## src/rtl/rf_wport_sched.sv

```systemverilog
// Register-file write-port scheduler. Arbitrates between the pipeline writeback and the long-latency unit.
// It also tracks long-latency destinations that are still pending, so decode can stall on hazards.
module rf_wport_sched #(
    parameter int STARVE_LIMIT = 4,
    parameter int MAX_OUT      = 4
) (
    input  logic        clk,
    input  logic        rst,
    input  logic        wb_valid,
    input  logic [4:0]  wb_rd,
    input  logic [31:0] wb_data,
    output logic        wb_hold,
    input  logic        lu_valid,
    input  logic [4:0]  lu_rd,
    input  logic [31:0] lu_data,
    output logic        lu_ready,
    input  logic        iss_valid,
    input  logic [4:0]  iss_rd,
    input  logic [4:0]  chk_rs1,
    input  logic [4:0]  chk_rs2,
    input  logic [4:0]  chk_rd,
    output logic        hazard_stall,
    output logic        rf_we,
    output logic [4:0]  rf_waddr,
    output logic [31:0] rf_wdata,
    output logic [2:0]  outstanding,
    output logic        err_proto
);

    localparam int SW = $clog2(STARVE_LIMIT + 1);
    localparam logic [SW-1:0] STARVE_MAX = SW'(STARVE_LIMIT);
    localparam logic [2:0]    OUT_MAX    = 3'(MAX_OUT);

    logic [31:0]   busy_q, busy_d;
    logic [2:0]    out_q, out_d;
    logic [SW-1:0] starve_q, starve_d;
    logic          hold_q, hold_d;
    logic          err_q, err_d;

    logic lu_acc;
    logic iss_ok;
    logic dec_ok;

    always_comb begin
        rf_we    = 1'b0;
        rf_waddr = 5'd0;
        rf_wdata = 32'd0;
        lu_ready = 1'b0;
        if (wb_valid) begin
            rf_we    = (wb_rd != 5'd0);
            rf_waddr = wb_rd;
            rf_wdata = wb_data;
        end else if (lu_valid) begin
            lu_ready = 1'b1;
            rf_we    = (lu_rd != 5'd0);
            rf_waddr = lu_rd;
            rf_wdata = lu_data;
        end
    end

    assign lu_acc = lu_valid && lu_ready;
    assign iss_ok = iss_valid && (out_q != OUT_MAX);
    assign dec_ok = lu_acc && (out_q != 3'd0);

    always_comb begin
        starve_d = starve_q;
        if (lu_valid && !lu_ready) begin
            if (starve_q != STARVE_MAX)
                starve_d = starve_q + SW'(1);
        end else begin
            starve_d = '0;
        end
        hold_d = (starve_d == STARVE_MAX);
    end

    // Clear before set so a same-cycle reissue of the returning rd stays busy.
    always_comb begin
        busy_d = busy_q;
        if (lu_acc)
            busy_d[lu_rd] = 1'b0;
        if (iss_ok && iss_rd != 5'd0)
            busy_d[iss_rd] = 1'b1;
        out_d = out_q + {2'b00, iss_ok} - {2'b00, dec_ok};
    end

    always_comb begin
        err_d = err_q;
        if (iss_valid && out_q == OUT_MAX)
            err_d = 1'b1;
        if (lu_acc && out_q == 3'd0)
            err_d = 1'b1;
        if (wb_valid && hold_q)
            err_d = 1'b1;
    end

    always_ff @(posedge clk or posedge rst) begin
        if (rst) begin
            busy_q   <= '0;
            out_q    <= '0;
            starve_q <= '0;
            hold_q   <= 1'b0;
            err_q    <= 1'b0;
        end else begin
            busy_q   <= busy_d;
            out_q    <= out_d;
            starve_q <= starve_d;
            hold_q   <= hold_d;
            err_q    <= err_d;
        end
    end

    assign hazard_stall = (busy_q[chk_rs1] && chk_rs1 != 5'd0)
                       || (busy_q[chk_rs2] && chk_rs2 != 5'd0)
                       || (busy_q[chk_rd]  && chk_rd  != 5'd0)
                       || (out_q == OUT_MAX);
    assign wb_hold     = hold_q;
    assign outstanding = out_q;
    assign err_proto   = err_q;

endmodule

```

## config.mk

```make
export PLATFORM = sky130hd
export DESIGN_NAME = rf_wport_sched
export DESIGN_NICKNAME = d
export VERILOG_FILES = /design/src/rtl/rf_wport_sched.sv
export SDC_FILE = /design/constraint.sdc
export NUM_CORES = 1
export LEC_CHECK = 0
export ABC_AREA = 1
export CORE_UTILIZATION = 44
export CTS_CLUSTER_DIAMETER = 120
export DETAILED_ROUTE_END_ITERATION = 10
export PLACE_DENSITY = 0.83
export SYNTH_ARGS = -nofsm -noshare
export SYNTH_HDL_FRONTEND = slang
export SYNTH_SLANG_ARGS = --single-unit
```

## constraint.sdc

```tcl
create_clock -name clk -period 2.5 [get_ports clk]
set_clock_uncertainty 0.1 [all_clocks]
set_input_delay 0.25 -clock clk [delete_from_list [all_inputs] [get_ports clk]]
set_output_delay 0.25 -clock clk [all_outputs]
set_load 0.03 [all_outputs]
```

==> results.json <==
{
  "status": "finished, final reports clean",
  "ys_types": 35,
  "max_stage_delay_ns": 0.47,
  "path_class": "reg2reg",
  "final_common_cell": "nand2_1",
  "finalSetupViolCount": 0,
  "fillers": 623,
  "diodes": 0,
  "post_cts_buffers": 0,
  "tightest_slew_ns": 0.496,
  "maxSlewViolCount": 0,
  "crit_fanout": 8,
  "grt_max_degree": 41,
  "startpoint": "outstanding[1]",
  "dpl.hpwl_um": 9540,
  "gp_congestion": 0.934,
  "yosysSeqAreaShare_pct": 29.5,
  "fp-row-count": 31,
  "timing.setup.tns_ns": 0,
  "crit_chain": "inv_2 -> nand2_1 -> nor2_1 -> nor2_4 -> inv_2 -> ha_1 -> inv_1 -> ha_1 -> inv_1 -> fa_1 -> xor2_1",
  "ys_ff_latch": 40,
  "hold_viol": 0,
  "final_nets": 755,
  "syn_area_um2": 3390,
  "synthCells": 512,
  "cts_buffer_depth": 2,
  "required_ns": 2.58,
  "avgViaCountPerCell": 5.53,
  "dpl_worst_slack_ns": 0.119,
  "grt_pass1_vias": 4060,
  "core_um2": 7330,
  "min_path_type": "in2async",
  "grt_pass1_wl_um": 19900,
  "ys_warn_count": 0,
  "post-route-period-util_pct": 90.8,
  "drc": 0,
  "drtIter0Drc": 266,
  "max_freq_ghz": 0.441,
  "timing.rr.start": "outstanding[1]",
  "cp-start-kind": "flip-flop",
  "vias": 4155,
  "routed_wl_um": 12300,
  "cts_resized": 0,
  "clkSinkCount": 40,
  "arrival_ns": 2.35,
  "total_power_w": 0.00300,
  "final_antenna_net_count": 0,
  "met2_usage_pct": 50.9,
  "p_leak_nw": 2.36,
  "die_w_um": 89.8,
  "rsz0062_at_grt": "no",
  "design.die.area_um2": 8060,
  "cts.clk_slew.worst_paths_ns": 0.08,
  "layout_common_cells": "nand2_1 (152), clkdlybuf4s50_1 (103), nand3_1 (70)",
  "numCtsBuffers": 5,
  "ioPinCount": 144,
  "top_usage_layer": "met2",
  "powerDensity_nw_per_um2": 616,
  "gr-total-overflow": 0,
  "first_pass_iters": 5,
  "clk_latency_ns": 0.29,
  "syn_area_per_cell_um2": 6.62,
  "grt_util_all_layers_pct": 30.3,
  "cp-end-kind": "flip-flop",
  "max_slew_margin_pct": 66.9,
  "antenna_found_initial": 0,
  "start_util_pct": 46.2,
  "h-tree-depth": 2,
  "drive_gt1_share_pct": 11.8,
  "cap_violations": 0,
  "fin_crit_ns": 2.27,
  "critPathSlowestCell": "dfrtp_1",
  "area_growth_pct": 43.8,
  "grt_util_met3_pct": 5.75,
  "peakVddDrop_v": 0.000801,
  "portBuffers": 143,
  "hold_buffers": 0,
  "wire_per_inst_um": 16.3,
  "fin_ws_ns": 0.231,
  "die_h_um": 89.8,
  "ctsRootBufferMaster": "clkbuf_8",
  "synth_fp_nets": 616,
  "grtUsageMet1_pct": 39.4,
  "cts_tree": "yes"
}
-- logic make-up after synthesis --
group / synth area share, %
xor gates and xnor gates: 0.517
AOI/OAI and AO/OA: 21.6
adders and majority gates: 2.07
and+or+nand+nor: 32.9
DFF: 29.5
buffers and inverters: 13.4
-- path summary, 6_finish.rpt --
path,to,slack (ns),cells past startpoint
max reg2reg,outstanding[2],0.23,11
max in group asynchronous,busy_q[0],1.68,3
max,outstanding[2],0.23,11
min reg2reg,busy_q[22],0.41,2
min in group clk,busy_q[22],0.41,2
min,starve_q[0],0.28,3
-- registers in the layout, summed over array words and instances, names as in the netlist --
name / count
wb_hold: 1
busy_q: 32
starve_q: 3
outstanding: 3
err_proto: 1
-- routing by layer --
| layer | part of all wire [%] | routed length (um) |
|---|---|---|
| met1 | 42 | 5160 |
| met2 | 49 | 5970 |
| met3 | 7.7 | 943 |
| met4 | 1.6 | 197 |
| met5 | 0 | 0 |
-- synth_stat cells, drive strengths merged --
| library cell | n | area share [%] |
|---|---|---|
| nand2 | 156 | 18 |
| clkinv | 1 | 0.11 |
| xor2 | 1 | 0.26 |
| nand3 | 73 | 11 |
| a21oi | 8 | 1.4 |
| buf | 18 | 4.8 |
| nor2 | 16 | 2.0 |
| o22ai | 3 | 0.55 |
| dfrtp | 40 | 30 |
| nor3 | 5 | 0.74 |
| a31o | 1 | 0.26 |
| ha | 4 | 1.5 |
| a22o | 32 | 8.3 |
| fa | 1 | 0.59 |
| xnor2 | 1 | 0.26 |
| nor3b | 1 | 0.22 |
| inv | 71 | 8.3 |
| nand4 | 5 | 0.92 |
| clkbuf | 2 | 0.22 |
| o21ai | 65 | 9.6 |
| a31oi | 2 | 0.37 |
| nor4 | 1 | 0.18 |
| o211ai | 5 | 1.1 |
-- report_power, final --
part           switching, W  internal, W  leakage (nW)
logic              0.000891     0.000583          1.82
clock network      0.000227     0.000296        0.0552
registers          0.000147     0.000859         0.485
-- stage by stage --
| stage | hold slack, ns | util (%) | area (um^2) | instances |
|---|---|---|---|---|
| 3_5_place_dp | 0.395 | 65.0 | 4770 | 743 |
| 5_1_grt | 0.345 | 66.5 | 4870 | 751 |
| 6_report | 0.278 | 66.5 | 4870 | 751 |
| 4_1_cts | 0.295 | 66.5 | 4870 | 751 |
| 2_1_floorplan | 0.295 | - | 3390 | 512 |
| 3_3_place_gp | 0.376 | 65.0 | 4770 | 743 |
-- worst max-delay path: cells and delay by family (launching register included) --
kind / cells / cell delay (ns)
XOR/XNOR: 1 / 0.17
flip-flops: 1 / 0.47
buffers and inverters: 4 / 0.26
adder cells (fa/ha/maj): 3 / 0.74
AND/OR/NAND/NOR: 3 / 0.42
-- final cells by class --
type	count	area (um^2)	area share, %
Clock buffer	6	72.6	1.49
Inverter	72	285	5.85
Clock inverter	2	35.0	0.719
Timing Repair Buffer	152	1420	29.2
Sequential cell	40	1000	20.5
Multi-Input combinational cell	380	1930	39.6
Tap cell	99	124	2.54
(Power assumes the default switching activity.)
==> edit: new RTL, config.mk and constraints unchanged <==
Reset style: synchronous (`rst`), changed in one clocked block.
--- a/src/rtl/rf_wport_sched.sv
+++ b/src/rtl/rf_wport_sched.sv
@@ -94,5 +94,5 @@
     end
 
-    always_ff @(posedge clk or posedge rst) begin
+    always_ff @(posedge clk) begin
         if (rst) begin
             busy_q   <= '0;
Function: differs if rst is asserted again (counterexample within 4 cycles, from zero or initial values and one cycle with rst high); with rst held inactive, the same outputs for 4 cycles.
==> edit against the original RTL <==
- wire length decreased by 0.54%
- worst setup slack lost 46 ps
- total power is 29% lower
- sequential cell count is the same
- design area is 0.28% higher
- synthesized area up 0.22%
- critical path type unchanged
- synthesized cell count increased by 8.2%
- utilization is 0.16 points lower
==> edit: results (changes against the original RTL) <==
* Status: completed
* First-pass GRT wire length at 19900 um (-0.18%)
* First-pass DRT Iterations at 5 (unchanged)
* Largest net degree at the start of global routing at 41 (unchanged)
* Reg2reg path depth at 12 (+1)
* Clk buf depth at 2 (unchanged)
* Max reg flops at 32 (unchanged)
* Nets at 794 (+5.2%)
* Iter 0 DRT Violations at 236 (-11%)
* Post-CTS setup buffers at 0 (unchanged)
* Share of cells above drive strength 1 at 11.7% (-0.088 points)
* Gr usage total at 30.2% (-0.068 points)
* GPL Wtd Cong at 0.890 (-4.8%)
* H-tree depth at 2 (unchanged)
* Post-DP HPWL at 9750 um (+2.2%)
* Metal2 WL at 5890 um (-1.3%)
* Sequential area share after synthesis at 23.6% (-6.0 points)
* Post-synth cell types at 35 (unchanged)
* Met3 WL at 974 um (+3.3%)
* Synth area leaders: dfxtp_1 24%, nand2_1 20%, nand3_1 9.9%
* Root buffer cell: clkbuf_8
* Critical Path AT at 2400 ps (+50 ps)
* Crit-path max FO at 6 (-2)
* Worst-Margin Slew at 667 ps (+171 ps)
* Initial antenna violation count at 0 (unchanged)
* YS warnings at 0 (unchanged)
* Clk_lat worst skew at 290 ps (about the same)
* Vias at 4260 (+2.5%)
* Number of global-route vias before repair at 4116 (+1.4%)
* Synth top cells by count: 177 x nand2_1, 67 x inv_1, 67 x nand3_1
* ANT cells at 0 (unchanged)
* Most flops, register: busy_q
* Post-Route WL at 12200 um (-0.54%)
* Share of synthesized registers carrying an async set or reset at 0% (-100 points)
* VDD IR max at 531 uV (-34%)
* Final setup fails at 0 (unchanged)
* CTS resizes at 0 (unchanged)
* Number of I/O port buffers at 143 (unchanged)
* CTS buffer count at 5 (unchanged)
* Post-synth top flop: dfxtp_1
* Max layer used: met4
* Syn Nets at 658 (+6.8%)
* Met1 usage at 38.8% (-0.61 points)
* Static Leakage at 2.22 nW (-5.9%)
* Met2 usage in global routing at 51.9% (+1.0 points)
* Type of the tightest min-delay check: reg -> reg
* Met3 Usage GRT at 6.01% (+0.25 points)
* Hold path cells at 2
* Clk pin slew, worst setup/hold paths at 80 ps (about the same)
* M1 WL at 5220 um (+1.3%)
==> edit: area by class of cell <==
type | count | area [sq um]
Multi-Input combinational cell | 416 | 2120
Tap cell | 99 | 124
Timing Repair Buffer | 153 | 1460
Clock buffer | 7 | 86.3
Sequential cell | 40 | 801
Clock inverter | 1 | 7.51
Inverter | 74 | 293
Fill cell | 654 | 2480
==> edit: critical path, stage by stage, from the launching register on <==
cell	delay [ps]
dfxtp_1	440
inv_2	80
nand2_1	90
nor2_1	70
inv_2	120
nand2_4	110
ha_1	310
inv_1	60
ha_1	130
inv_1	50
fa_1	380
o21ai_0	220
a21oi_1	60
==> edit: through the flow <==
step | hold WS (ps) | worst slack, ps | utilization, % | instances | instance area (sq um)
3_3_place_gp | 363 | 263 | 65.0 | 782 | 4790
5_1_grt | 405 | 54.7 | 66.3 | 790 | 4890
6_report | 378 | 184 | 66.3 | 790 | 4890
4_1_cts | 381 | 228 | 66.3 | 790 | 4890
2_1_floorplan | 314 | 281 | - | 554 | 3400
3_5_place_dp | 370 | 166 | 65.0 | 782 | 4790
==> edit: cell families after synthesis <==
kind of cell	Yosys count	share of synthesized area [%]
AOI/OAI and AO/OA	117	21.6
adders and majority gates	5	2.06
DFF	40	23.6
and+or+nand+nor	292	38.2
buffers and inverters	98	14.0
xor gates and xnor gates	2	0.516
==> edit: path summary, 6_finish.rpt <==
kind	startpoint	slack [ps]	to
worst min-delay path	busy_q[25]	380	busy_q[25]
worst max register to register	outstanding[1]	180	outstanding[2]
worst max-delay path	outstanding[1]	180	outstanding[2]
worst min register to register	busy_q[25]	380	busy_q[25]
==> edit: power breakdown <==
part           total, W  internal, W  switching, W
combinational  0.000967     0.000419      0.000548
clock          0.000444     0.000224      0.000220
sequential     0.000710     0.000674     0.0000365
